### src/rtl/move_sequencer.sv
// move_sequencer: decodes 16-bit move commands and sequences rotate, ramp-up, line counting and ramp-down for the heading PID.
// Define IR_NUDGE_EN to bias the heading error from the side-rail IR sensors while driving forward.
module move_sequencer #(
  parameter logic [9:0]  MAX_SPD    = 10'h2A0,
  parameter logic [9:0]  FRWRD_INC  = 10'h018,
  parameter logic [9:0]  FRWRD_DEC  = 10'h030,
  parameter logic [11:0] ERR_THRESH = 12'h030,
  parameter logic [11:0] NUDGE      = 12'h05F
) (
  input  logic        clk,
  input  logic        rst,
  input  logic [15:0] cmd,
  input  logic        cmd_rdy,
  output logic        clr_cmd_rdy,
  input  logic [11:0] heading,
  input  logic        heading_rdy,
  input  logic        cntrIR,
  input  logic        lftIR,
  input  logic        rghtIR,
  output logic        moving,
  output logic [9:0]  frwrd,
  output logic [11:0] error,
  output logic        err_vld,
  output logic        send_resp
);

  typedef enum logic [2:0] {IDLE, ROTATE, RAMP_UP, RAMP_DOWN, DONE} state_t;

  localparam logic [3:0] OP_MOVE = 4'h2;

  state_t      state_q, state_d;
  logic        moving_q, moving_d;
  logic [9:0]  frwrd_q, frwrd_d;
  logic [11:0] desired_hdg_q, desired_hdg_d;
  logic [3:0]  sq_q, sq_d;
  logic [4:0]  line_cnt_q, line_cnt_d;
  logic        cntr_ir_q, cntr_ir_d;

  logic [11:0] err_raw;
  logic [11:0] err_abs;
  logic        cntr_rise;
  logic [10:0] frwrd_up;
  logic        clr_cmd_rdy_c;
  logic        send_resp_c;

  assign err_raw   = heading - desired_hdg_q;
  // 12'h800 negates to itself and so stays above any sane threshold
  assign err_abs   = err_raw[11] ? (~err_raw + 12'd1) : err_raw;
  assign cntr_rise = cntrIR & ~cntr_ir_q;
  assign frwrd_up  = {1'b0, frwrd_q} + {1'b0, FRWRD_INC};

`ifdef IR_NUDGE_EN
  always_comb begin
    error = err_raw;
    if (state_q == RAMP_UP || state_q == RAMP_DOWN) begin
      if (lftIR && !rghtIR)      error = err_raw - NUDGE;
      else if (rghtIR && !lftIR) error = err_raw + NUDGE;
    end
  end
`else
  logic unused_ir;
  assign unused_ir = lftIR ^ rghtIR ^ (^NUDGE);
  assign error     = err_raw;
`endif

  assign err_vld     = heading_rdy & moving_q;
  assign moving      = moving_q;
  assign frwrd       = frwrd_q;
  assign clr_cmd_rdy = clr_cmd_rdy_c & ~rst;
  assign send_resp   = send_resp_c & ~rst;

  always_comb begin
    state_d       = state_q;
    frwrd_d       = frwrd_q;
    desired_hdg_d = desired_hdg_q;
    sq_d          = sq_q;
    line_cnt_d    = line_cnt_q;
    cntr_ir_d     = cntrIR;
    clr_cmd_rdy_c = 1'b0;
    send_resp_c   = 1'b0;

    case (state_q)
      IDLE: begin
        frwrd_d = '0;
        if (cmd_rdy) begin
          clr_cmd_rdy_c = 1'b1;
          desired_hdg_d = {cmd[11:4], 4'h0};
          sq_d          = cmd[3:0];
          line_cnt_d    = '0;
          state_d       = (cmd[15:12] == OP_MOVE) ? ROTATE : DONE;
        end
      end
      ROTATE: begin
        frwrd_d = '0;
        if (heading_rdy && (err_abs < ERR_THRESH))
          state_d = (sq_q == 4'h0) ? RAMP_DOWN : RAMP_UP;
      end
      RAMP_UP: begin
        if (heading_rdy)
          frwrd_d = (frwrd_up > {1'b0, MAX_SPD}) ? MAX_SPD : frwrd_up[9:0];
        if (cntr_rise)
          line_cnt_d = line_cnt_q + 5'd1;
        // compared against the registered count so a coincident edge is still counted
        if (line_cnt_q == {sq_q, 1'b0})
          state_d = RAMP_DOWN;
      end
      RAMP_DOWN: begin
        if (heading_rdy)
          frwrd_d = (frwrd_q < FRWRD_DEC) ? '0 : (frwrd_q - FRWRD_DEC);
        if (frwrd_q == '0)
          state_d = DONE;
      end
      DONE: begin
        frwrd_d     = '0;
        send_resp_c = 1'b1;
        state_d     = IDLE;
      end
      default: state_d = IDLE;
    endcase

    moving_d = (state_d == ROTATE) || (state_d == RAMP_UP) || (state_d == RAMP_DOWN);
  end

  always_ff @(posedge clk) begin
    if (rst) begin
      state_q       <= IDLE;
      moving_q      <= 1'b0;
      frwrd_q       <= '0;
      desired_hdg_q <= '0;
      sq_q          <= '0;
      line_cnt_q    <= '0;
      cntr_ir_q     <= 1'b0;
    end else begin
      state_q       <= state_d;
      moving_q      <= moving_d;
      frwrd_q       <= frwrd_d;
      desired_hdg_q <= desired_hdg_d;
      sq_q          <= sq_d;
      line_cnt_q    <= line_cnt_d;
      cntr_ir_q     <= cntr_ir_d;
    end
  end

endmodule

### config.mk
export PLATFORM = sky130hd
export DESIGN_NAME = move_sequencer
export DESIGN_NICKNAME = d
export VERILOG_FILES = /design/src/rtl/move_sequencer.sv
export SDC_FILE = /design/constraint.sdc
export NUM_CORES = 1
export LEC_CHECK = 0
export BUFFER_PORTS_ARGS = -buffer_cell sky130_fd_sc_hd__buf_2
export CAP_MARGIN = 40
export CORE_ASPECT_RATIO = 0.9
export CORE_MARGIN = 2
export CORE_UTILIZATION = 50
export DETAILED_ROUTE_END_ITERATION = 6
export PLACE_DENSITY = 0.78
export RECOVER_POWER = 100
export SLEW_MARGIN = 20
export SYNTH_ARGS = -nofsm -noshare
export SYNTH_HDL_FRONTEND = slang
export SYNTH_SLANG_ARGS = --single-unit
### constraint.sdc
create_clock -name clk -period 3.4 [get_ports clk]
set_input_delay 0.17 -clock clk [delete_from_list [all_inputs] [get_ports clk]]
set_output_delay 0.17 -clock clk [all_outputs]
set_load 0.02 [all_outputs]
==> run summary, run 1 <==
• global-route wire length before repair: 8.20 mm
• endpoints failing hold: 0
• count of synthesis-stage warnings from yosys: 0
• wire length after detailed routing: 5.01 mm
• die span in y: 66.4 µm
• final number of setup-violating endpoints: 0
• class of the tightest hold or removal check: in -> reg
• number of global-route vias before repair: 1939
• Hold Buf Count CTS: 0
• post-cts gate resize count: 0
• final-report max-slew violation count: 0
• crit path launch type: flop
• first drt pass iteration count: 4
• FP Rows: 22
• starting density of the core: 52.7%
• final setup TNS: 0 ns
• portion of total power attributed to sequential cells: 42.2%
• final-stage net count: 373
• worst slew margin relative to its limit: 8.42%
• Vias per Instance: 5.59
• status: finished, final reports clean
• Largest delay share family, worst path: compound AO/OA/AOI/OAI gates
• crit path DAT: 2.84 ns
• count of mapped cells out of synthesis: 281
• portion of the post-synthesis area used by sequential elements: 26.9%
• final weighted congestion in routability-driven placement: 0.887
• floorplan core area: 4100 µm²
• leakage power summed over all cells: 0.943 nW
• combinational fraction of design power: 24.6%
• post-synth design cell area: 2160 µm²
• required time worst endpoint: 3.50 ns
• Post-DP HPWL: 3.63 mm
• clock root buffer: sky130_fd_sc_hd__clkbuf_8
• Clock power frac: 33.2%
• total overflow reported by the global router: 0
• cell chain of the critical path: ha_1 > inv_1 > fa_1 > a211oi_1 > nor2_1 > xor2_1 > o311a_1 > and4_1 > o22ai_1 > o21ai_0 > a311oi_2
• total of fill cells in the finished design: 386
• Slowest cell on crit path: sky130_fd_sc_hd__fa_1
• average wire per standard cell: 13.4 µm
• Critical Path Fanout Max: 3
• final routed DRC violation total: 0
• largest stage delay on the critical path: 0.40 ns
• WS Path Type: reg -> reg
• count of clock tree sinks: 29
• sort of element at the end of the critical path: flop
• share of layout cells above drive strength 1: 14.5%
• number of synthesized flops with an enable pin: 0
• CTS tree: built
• antenna violations before repair: 0
• count of max-cap constraint violations: 0
• initial drt markers: 130
• combined global-route utilization of all metal layers: 21.8%
• pin slew with the least headroom to its limit: 1.37 ns
• count of H-tree levels built during CTS: 2
• Net Sw Frac: 31.2%
• count of cells along the worst register-to-register path: 11
• placement-stage cell area: 2370 µm²
• Skew-Pair Late Insertion Delay: 0.28 ns
• most used flip-flop cell after synthesis: sky130_fd_sc_hd__dfxtp_1
• Async S/R FF share, synth: 0%
• worst supply voltage drop on vdd: 0.248 mV
• maximum clock frequency: 0.365 GHz
• post-CTS repair timing setup buffer count: 0
• number of antenna repair diodes: 0
• design area: 2380 µm²
• Psw: 0.000266 W
• number of buffer and inverter stages on the critical path: 1
• flop and latch count out of synthesis: 29
• Die Span X: 73.3 µm
• Longest Clk Path Bufs: 2
• PD cells: 358 nW/µm²
• area growth from synthesis to layout: 10.3%
• die area: 4860 µm²
• final critical-path share of the clock period: 80.6%
• number of library cell types mapped by synthesis: 58
• cell internal pwr: 0.000587 W
• largest net degree at the start of global routing: 32
• clock tree skew after final layout: 0.00606 ns
• total clock buffers created by CTS: 5
• number of primary I/O pins: 61
• number of buffers inserted by port buffering: 55
• setup repair after global routing missed its margin: no
• critical path depth: 11
• remaining number of nets flagged by the antenna check after routing: 0
• vias: 2086
• minimum clock period: 2.74 ns
• number of cells on the worst hold path: 2
• Post-Synthesis Mean Instance Area: 7.69 µm²
• clock-pin transition on the worst setup and hold timing paths: 0.06 ns
## Yosys cell counts (2+ instances only)
| library cell | number | area, µm² |
|---|---|---|
| sky130_fd_sc_hd__nand2_1 | 41 | 154 |
| sky130_fd_sc_hd__dfxtp_1 | 29 | 581 |
| sky130_fd_sc_hd__nor2_1 | 28 | 105 |
| sky130_fd_sc_hd__a21oi_1 | 25 | 125 |
| sky130_fd_sc_hd__inv_1 | 15 | 56.3 |
| sky130_fd_sc_hd__ha_1 | 12 | 150 |
| sky130_fd_sc_hd__xor2_1 | 10 | 87.6 |
| sky130_fd_sc_hd__o21ai_0 | 9 | 45.0 |
| sky130_fd_sc_hd__buf_4 | 7 | 52.6 |
| sky130_fd_sc_hd__clkbuf_1 | 7 | 26.3 |
| sky130_fd_sc_hd__nand3_1 | 7 | 35.0 |
| sky130_fd_sc_hd__nor3_1 | 7 | 35.0 |
| sky130_fd_sc_hd__nor2b_1 | 5 | 31.3 |
| sky130_fd_sc_hd__xnor2_1 | 5 | 43.8 |
| sky130_fd_sc_hd__nand2b_1 | 4 | 25.0 |
| sky130_fd_sc_hd__o22ai_1 | 4 | 25.0 |
| sky130_fd_sc_hd__a211oi_2 | 3 | 37.5 |
| sky130_fd_sc_hd__a22oi_1 | 3 | 22.5 |
| sky130_fd_sc_hd__buf_2 | 3 | 15.0 |
| sky130_fd_sc_hd__clkbuf_8 | 3 | 41.3 |
| sky130_fd_sc_hd__mux2i_1 | 3 | 30.0 |
| sky130_fd_sc_hd__nor3b_1 | 3 | 22.5 |
| sky130_fd_sc_hd__o211ai_1 | 3 | 22.5 |
| sky130_fd_sc_hd__a31oi_1 | 2 | 12.5 |
| sky130_fd_sc_hd__and3_1 | 2 | 12.5 |
| sky130_fd_sc_hd__and4_1 | 2 | 17.5 |
| sky130_fd_sc_hd__nand4_1 | 2 | 12.5 |
| sky130_fd_sc_hd__nor4b_1 | 2 | 17.5 |
| sky130_fd_sc_hd__o21a_1 | 2 | 15.0 |
| sky130_fd_sc_hd__o21ai_1 | 2 | 10.0 |
| sky130_fd_sc_hd__or2_2 | 2 | 12.5 |
| sky130_fd_sc_hd__or3_1 | 2 | 12.5 |
| sky130_fd_sc_hd__or4_1 | 2 | 15.0 |
## cell families (layout without fill, tap and decap cells)
logic type,Yosys count,in the layout,share of synthesized area (%)
adders and majority gates,13,13,7.88
xor gates and xnor gates,15,15,6.08
muxes,3,3,1.39
buffers and inverters,36,78,9.39
AOI/OAI and AO/OA,66,66,20.9
other,1,3,0.174
and+or+nand+nor,118,118,27.3
DFF,29,29,26.9
## stage by stage
step	util (%)	setup slack (ns)	power, W	hold slack [ns]	cells
4_1_cts	59.9	0.790	0.000869	0.114	373
2_1_floorplan	-	0.725	0.000525	0.242	283
3_3_place_gp	57.8	0.856	0.000578	0.402	366
5_1_grt	58.1	0.432	0.000897	0.113	373
6_report	58.1	0.660	0.000853	0.121	373
3_5_place_dp	57.8	0.797	0.000585	0.402	366
## cell usage in the layout, fill, tap and decap left out, types with 2 or more instances in the layout
cell                       instances
sky130_fd_sc_hd__nor2_1           29
sky130_fd_sc_hd__mux2i_1           3
sky130_fd_sc_hd__and4_1            2
sky130_fd_sc_hd__nand2b_1          4
sky130_fd_sc_hd__a32oi_1           2
sky130_fd_sc_hd__nor3_1            8
sky130_fd_sc_hd__xor2_1           10
sky130_fd_sc_hd__conb_1            3
sky130_fd_sc_hd__a21oi_1          25
sky130_fd_sc_hd__o21ai_0          10
sky130_fd_sc_hd__a22oi_1           3
sky130_fd_sc_hd__dfxtp_1          29
sky130_fd_sc_hd__nand2_1          41
sky130_fd_sc_hd__clkbuf_8          6
sky130_fd_sc_hd__nand4_1           2
sky130_fd_sc_hd__ha_1             12
sky130_fd_sc_hd__o211ai_1          3
sky130_fd_sc_hd__o22ai_1           4
sky130_fd_sc_hd__or3_1             2
sky130_fd_sc_hd__or2_2             2
sky130_fd_sc_hd__xnor2_1           5
sky130_fd_sc_hd__and3_1            2
sky130_fd_sc_hd__nand3_1           7
sky130_fd_sc_hd__clkbuf_1         24
sky130_fd_sc_hd__a211oi_1          4
sky130_fd_sc_hd__a31oi_1           2
sky130_fd_sc_hd__o21a_1            2
sky130_fd_sc_hd__nor3b_1           3
sky130_fd_sc_hd__nor4b_1           2
sky130_fd_sc_hd__or4_1             2
sky130_fd_sc_hd__inv_1            15
sky130_fd_sc_hd__nor2b_1           5
sky130_fd_sc_hd__buf_2            33
## worst reg2reg max path, stage by stage (launching register included)
cell and delay, ns:
sky130_fd_sc_hd__dfxtp_1 0.34, sky130_fd_sc_hd__ha_1 0.16, sky130_fd_sc_hd__inv_1 0.05, sky130_fd_sc_hd__fa_1 0.40, sky130_fd_sc_hd__a211oi_1 0.29, sky130_fd_sc_hd__nor2_1 0.10, sky130_fd_sc_hd__xor2_1 0.27, sky130_fd_sc_hd__o311a_1 0.21
sky130_fd_sc_hd__and4_1 0.19, sky130_fd_sc_hd__o22ai_1 0.10, sky130_fd_sc_hd__o21ai_0 0.32, sky130_fd_sc_hd__a311oi_2 0.15
## flip-flops by register name, summed over array words and instances, names as in the netlist
name / flops
cntr_ir_q: 1
desired_hdg_q: 8
frwrd: 7
line_cnt_q: 5
moving: 1
sq_q: 4
state_q: 3
## power by group through the flow
stage | Combinational, W | Sequential [W] | Clock, W
after global routing | 0.000231 | 0.000361 | 0.000306
after detailed placement | 0.000218 | 0.000367 | 0
after floorplan | 0.000161 | 0.000364 | 0
after global placement | 0.000211 | 0.000366 | 0
final | 0.000210 | 0.000360 | 0.000283
after CTS | 0.000219 | 0.000360 | 0.000290
## cell type report
class / count / area (µm²) / area share (%)
inverters: 15 / 56.3 / 2.36
well taps: 48 / 60.1 / 2.52
multi-input cells: 218 / 1350 / 56.5
clock buffers: 7 / 86.3 / 3.63
repair buffers: 56 / 251 / 10.6
flip-flops and latches: 29 / 581 / 24.4
## layer usage
metal  vias to the layer above  share of wire (%)  global-route usage [%]
met2                        52                 48                    36.7
met3                         6                4.8                    5.03
met4                         0                1.0                    7.18
li1                       1062                  -                       -
met5                         -                  0                       0
met1                       966                 47                    27.3
## worst paths after layout
kind / startpoint / slack [ns] / to
worst max register to register: desired_hdg_q[4] / 0.66 / moving
worst min register to register: desired_hdg_q[10] / 0.45 / desired_hdg_q[10]
worst min-delay path: cntrIR / 0.12 / cntr_ir_q
worst max-delay path: desired_hdg_q[4] / 0.66 / moving
Note: power is estimated with default switching activity, not from simulation.
==> inputs of run 2 (changes only) <==
==> constraint.sdc (replaced) <==
create_clock -name clk -period 2.8 [get_ports clk]
set_input_delay 0.14 -clock clk [delete_from_list [all_inputs] [get_ports clk]]
set_output_delay 0.14 -clock clk [all_outputs]
set_load 0.02 [all_outputs]
==> run 2 against run 1 <==
Against the previous run:
- first-iteration DRC count rose by 2.3%
- count of clock-buffer cells in the layout fell by 1
- highest routed layer unchanged
- critical endpoint unchanged
- global-route usage fell by 1.1 points
==> run summary, run 2 (synthesis gave the netlist of run 1 again) <==
• most used cells in the layout excluding fill and tap cells: sky130_fd_sc_hd__nand2_1, sky130_fd_sc_hd__buf_2, sky130_fd_sc_hd__dfxtp_1, sky130_fd_sc_hd__nor2_1, sky130_fd_sc_hd__a21oi_1
• sort of element at the end of the critical path: flop
• final critical-path share of the clock period: 91.7%, +11 points
• Post-DP HPWL: 3.53 mm, -2.5%
• class of the tightest hold or removal check: in -> reg
• cell internal pwr: 0.000721 W, +23%
• vias: 2023, -3.0%
• initial drt markers: 133, +2.3%
• number of primary I/O pins: 61, unchanged
• Slowest cell on crit path: sky130_fd_sc_hd__fa_2
• count of max-cap constraint violations: 0, unchanged
• total area of multi-input combinational cells: 1390 µm², +3.4%
• crit path launch type: flop
• global-route wire length before repair: 7.79 mm, -5.0%
• count of non-filler cells in the finished layout: 376, +0.80%
• Psw: 0.000339 W, +28%
• minimum clock period: 2.57 ns, -0.172 ns
• final setup TNS: 0 ns, unchanged
• reg-to-reg setup timing slack: 0.23 ns, -0.43 ns
• Skew-Pair Late Insertion Delay: 0.29 ns, about the same
• starting density of the core: 52.7%, unchanged
• Layout Utilization: 59.9%, +1.8 points
• worst supply voltage drop on vdd: 0.317 mV, +28%
• capturing instance or port of the critical path: moving
• cell chain of the critical path: ha_1 > inv_1 > fa_2 > a211oi_2 > nor2_1 > xor2_1 > o311a_1 > and4_1 > o22ai_1 > o21ai_0 > a311oi_2
• final-report max-slew violation count: 0, unchanged
• count of H-tree levels built during CTS: 2, unchanged
• area taken by flip-flops and latches: 581 µm², unchanged
• design area: 2460 µm², +3.2%
• Critical Path Fanout Max: 3, unchanged
• status: finished, final reports clean
• max FFs per register: 8, unchanged
• die span in y: 66.4 µm, unchanged
• clock-pin transition on the worst setup and hold timing paths: 0.07 ns, about the same
• number of buffers inserted by port buffering: 55, unchanged
• PD cells: 432 nW/µm², +20%
• pin slew with the least headroom to its limit: 1.37 ns, -0.00147 ns
• total clock buffers created by CTS: 5, unchanged
• Longest Clk Path Bufs: 2, unchanged
• minimum hold slack: 0.0865 ns, -0.0341 ns
• register containing the most flip-flops in the final layout: desired_hdg_q
• final-stage net count: 375, +0.54%
• maximum clock frequency: 0.389 GHz, +6.7%
• clock root buffer: sky130_fd_sc_hd__clkbuf_8
• antenna violations before repair: 0, unchanged
• number of global-route vias before repair: 1753, -9.6%
• CTS tree: built
• Reg-to-Reg End: moving
• portion of total power attributed to sequential cells: 41.1%, -1.1 points
• count of clock tree sinks: 29, unchanged
• total overflow reported by the global router: 0, unchanged
• final weighted congestion in routability-driven placement: 0.904, +2.0%
• average wire per standard cell: 12.4 µm, -7.6%
• final routed DRC violation total: 0, unchanged
• start of the worst register-to-register path: desired_hdg_q[4]
• final number of setup-violating endpoints: 0, unchanged
• endpoints failing hold: 0, unchanged
• Cell Count Post-Placement: 368, +0.55%
• first drt pass iteration count: 4, unchanged
• setup repair after global routing missed its margin: no
• crit path DAT: 2.68 ns, -0.16 ns
• largest stage delay on the critical path: 0.35 ns, -0.05 ns
• count of cells along the worst register-to-register path: 11, unchanged
• largest net degree at the start of global routing: 32, unchanged
• floorplan core area: 4100 µm², unchanged
• Clock power frac: 34.5%, +1.3 points
• die area: 4860 µm², unchanged
• WS Path Type: reg -> reg
• Critical path origin: desired_hdg_q[4]
• combined global-route utilization of all metal layers: 20.7%, -1.1 points
• leakage power summed over all cells: 0.966 nW, +2.4%
• worst slew margin relative to its limit: 8.51%, +0.098 points
• area growth from synthesis to layout: 13.7%
• FP Rows: 22, unchanged
• required time worst endpoint: 2.91 ns, -0.59 ns
• remaining number of nets flagged by the antenna check after routing: 0, unchanged
• total of fill cells in the finished design: 389, +0.78%
• Die Span X: 73.3 µm, unchanged
• wire length after detailed routing: 4.66 mm, -6.9%
• combinational fraction of design power: 24.4%, -0.2 points
• clock tree skew after final layout: 0.00380 ns, -0.00226 ns
• most common cell after layout, fill and taps aside: sky130_fd_sc_hd__nand2_1
• Net Sw Frac: 32.0%, +0.81 points
• Vias per Instance: 5.38, -3.8%
• number of antenna repair diodes: 0, unchanged
• share of layout cells above drive strength 1: 18.6%, +4.1 points
• placement-stage cell area: 2380 µm², +0.63%
==> run 2: cell types whose count changed in the layout (fill, tap and decap cells not counted), moves of 2 or more <==
cell | previous run | this run
sky130_fd_sc_hd__a211oi_2 | 0 | 3
sky130_fd_sc_hd__clkbuf_1 | 24 | 22
sky130_fd_sc_hd__buf_4 | 0 | 3
sky130_fd_sc_hd__a211oi_1 | 4 | 1
==> run 2: power by group through the flow <==
stage,Sequential (W),Combinational [W],Clock [W]
after floorplan,0.000442,0.000196,0
after global placement,0.000444,0.000258,0
after detailed placement,0.000445,0.000263,0
after CTS,0.000436,0.000263,0.000380
after global routing,0.000437,0.000287,0.000404
final,0.000436,0.000258,0.000366
==> run 2: what timing repair did <==
item / CTS / global route
gates resized for setup: 0 / 1
setup buffers: 0 / 0
endpoints found under the setup margin: 0 / 1
hold buffers: 0 / 0
==> run 2: cell type report <==
class | instances | share of cell area (%)
inverter | 15 | 2.29
multi-input combinational | 218 | 56.7
sequential | 29 | 23.6
clock inverter | 2 | 0.560
tap | 48 | 2.45
clock buffer | 6 | 3.36
timing repair buffer | 58 | 11.0
==> run 2: worst max-delay path, delay by kind of cell (launching register included) <==
family / cells / cell delay, ns
compound gates: 5 / 0.97
xor+xnor: 1 / 0.24
fa+ha+maj: 2 / 0.51
buf+inv: 1 / 0.06
flops: 1 / 0.34
simple gates: 2 / 0.28
==> run 2: per-layer routing <==
metal,part of all wire [%],GRT usage [%],vias to the layer above
met2,42,31.3,49
li1,-,-,1066
met1,51,28.6,902
met5,0,0,-
met4,1.2,6.94,0
met3,5.7,5.03,6
==> run 2: through the flow <==
step | total power, W | setup WS (ns)
floorplan | 0.000637 | 0.125
global placement | 0.000702 | 0.287
detailed placement | 0.000708 | 0.216
CTS | 0.00108 | 0.198
global route | 0.00113 | 0.0145
finish | 0.00106 | 0.232
==> run 2: worst min path at each step <==
stage / start / to / slack [ns] / cells after the start
final: cmd[10] / desired_hdg_q[10] / 0.09 / 3
after detailed placement: cntrIR / cntr_ir_q / 0.38 / 2
after global routing: cmd[5] / desired_hdg_q[5] / 0.08 / 3
after floorplan: rst / cntr_ir_q / 0.21 / 1
after CTS: cmd[10] / desired_hdg_q[10] / 0.08 / 3
after global placement: cntrIR / cntr_ir_q / 0.37 / 2
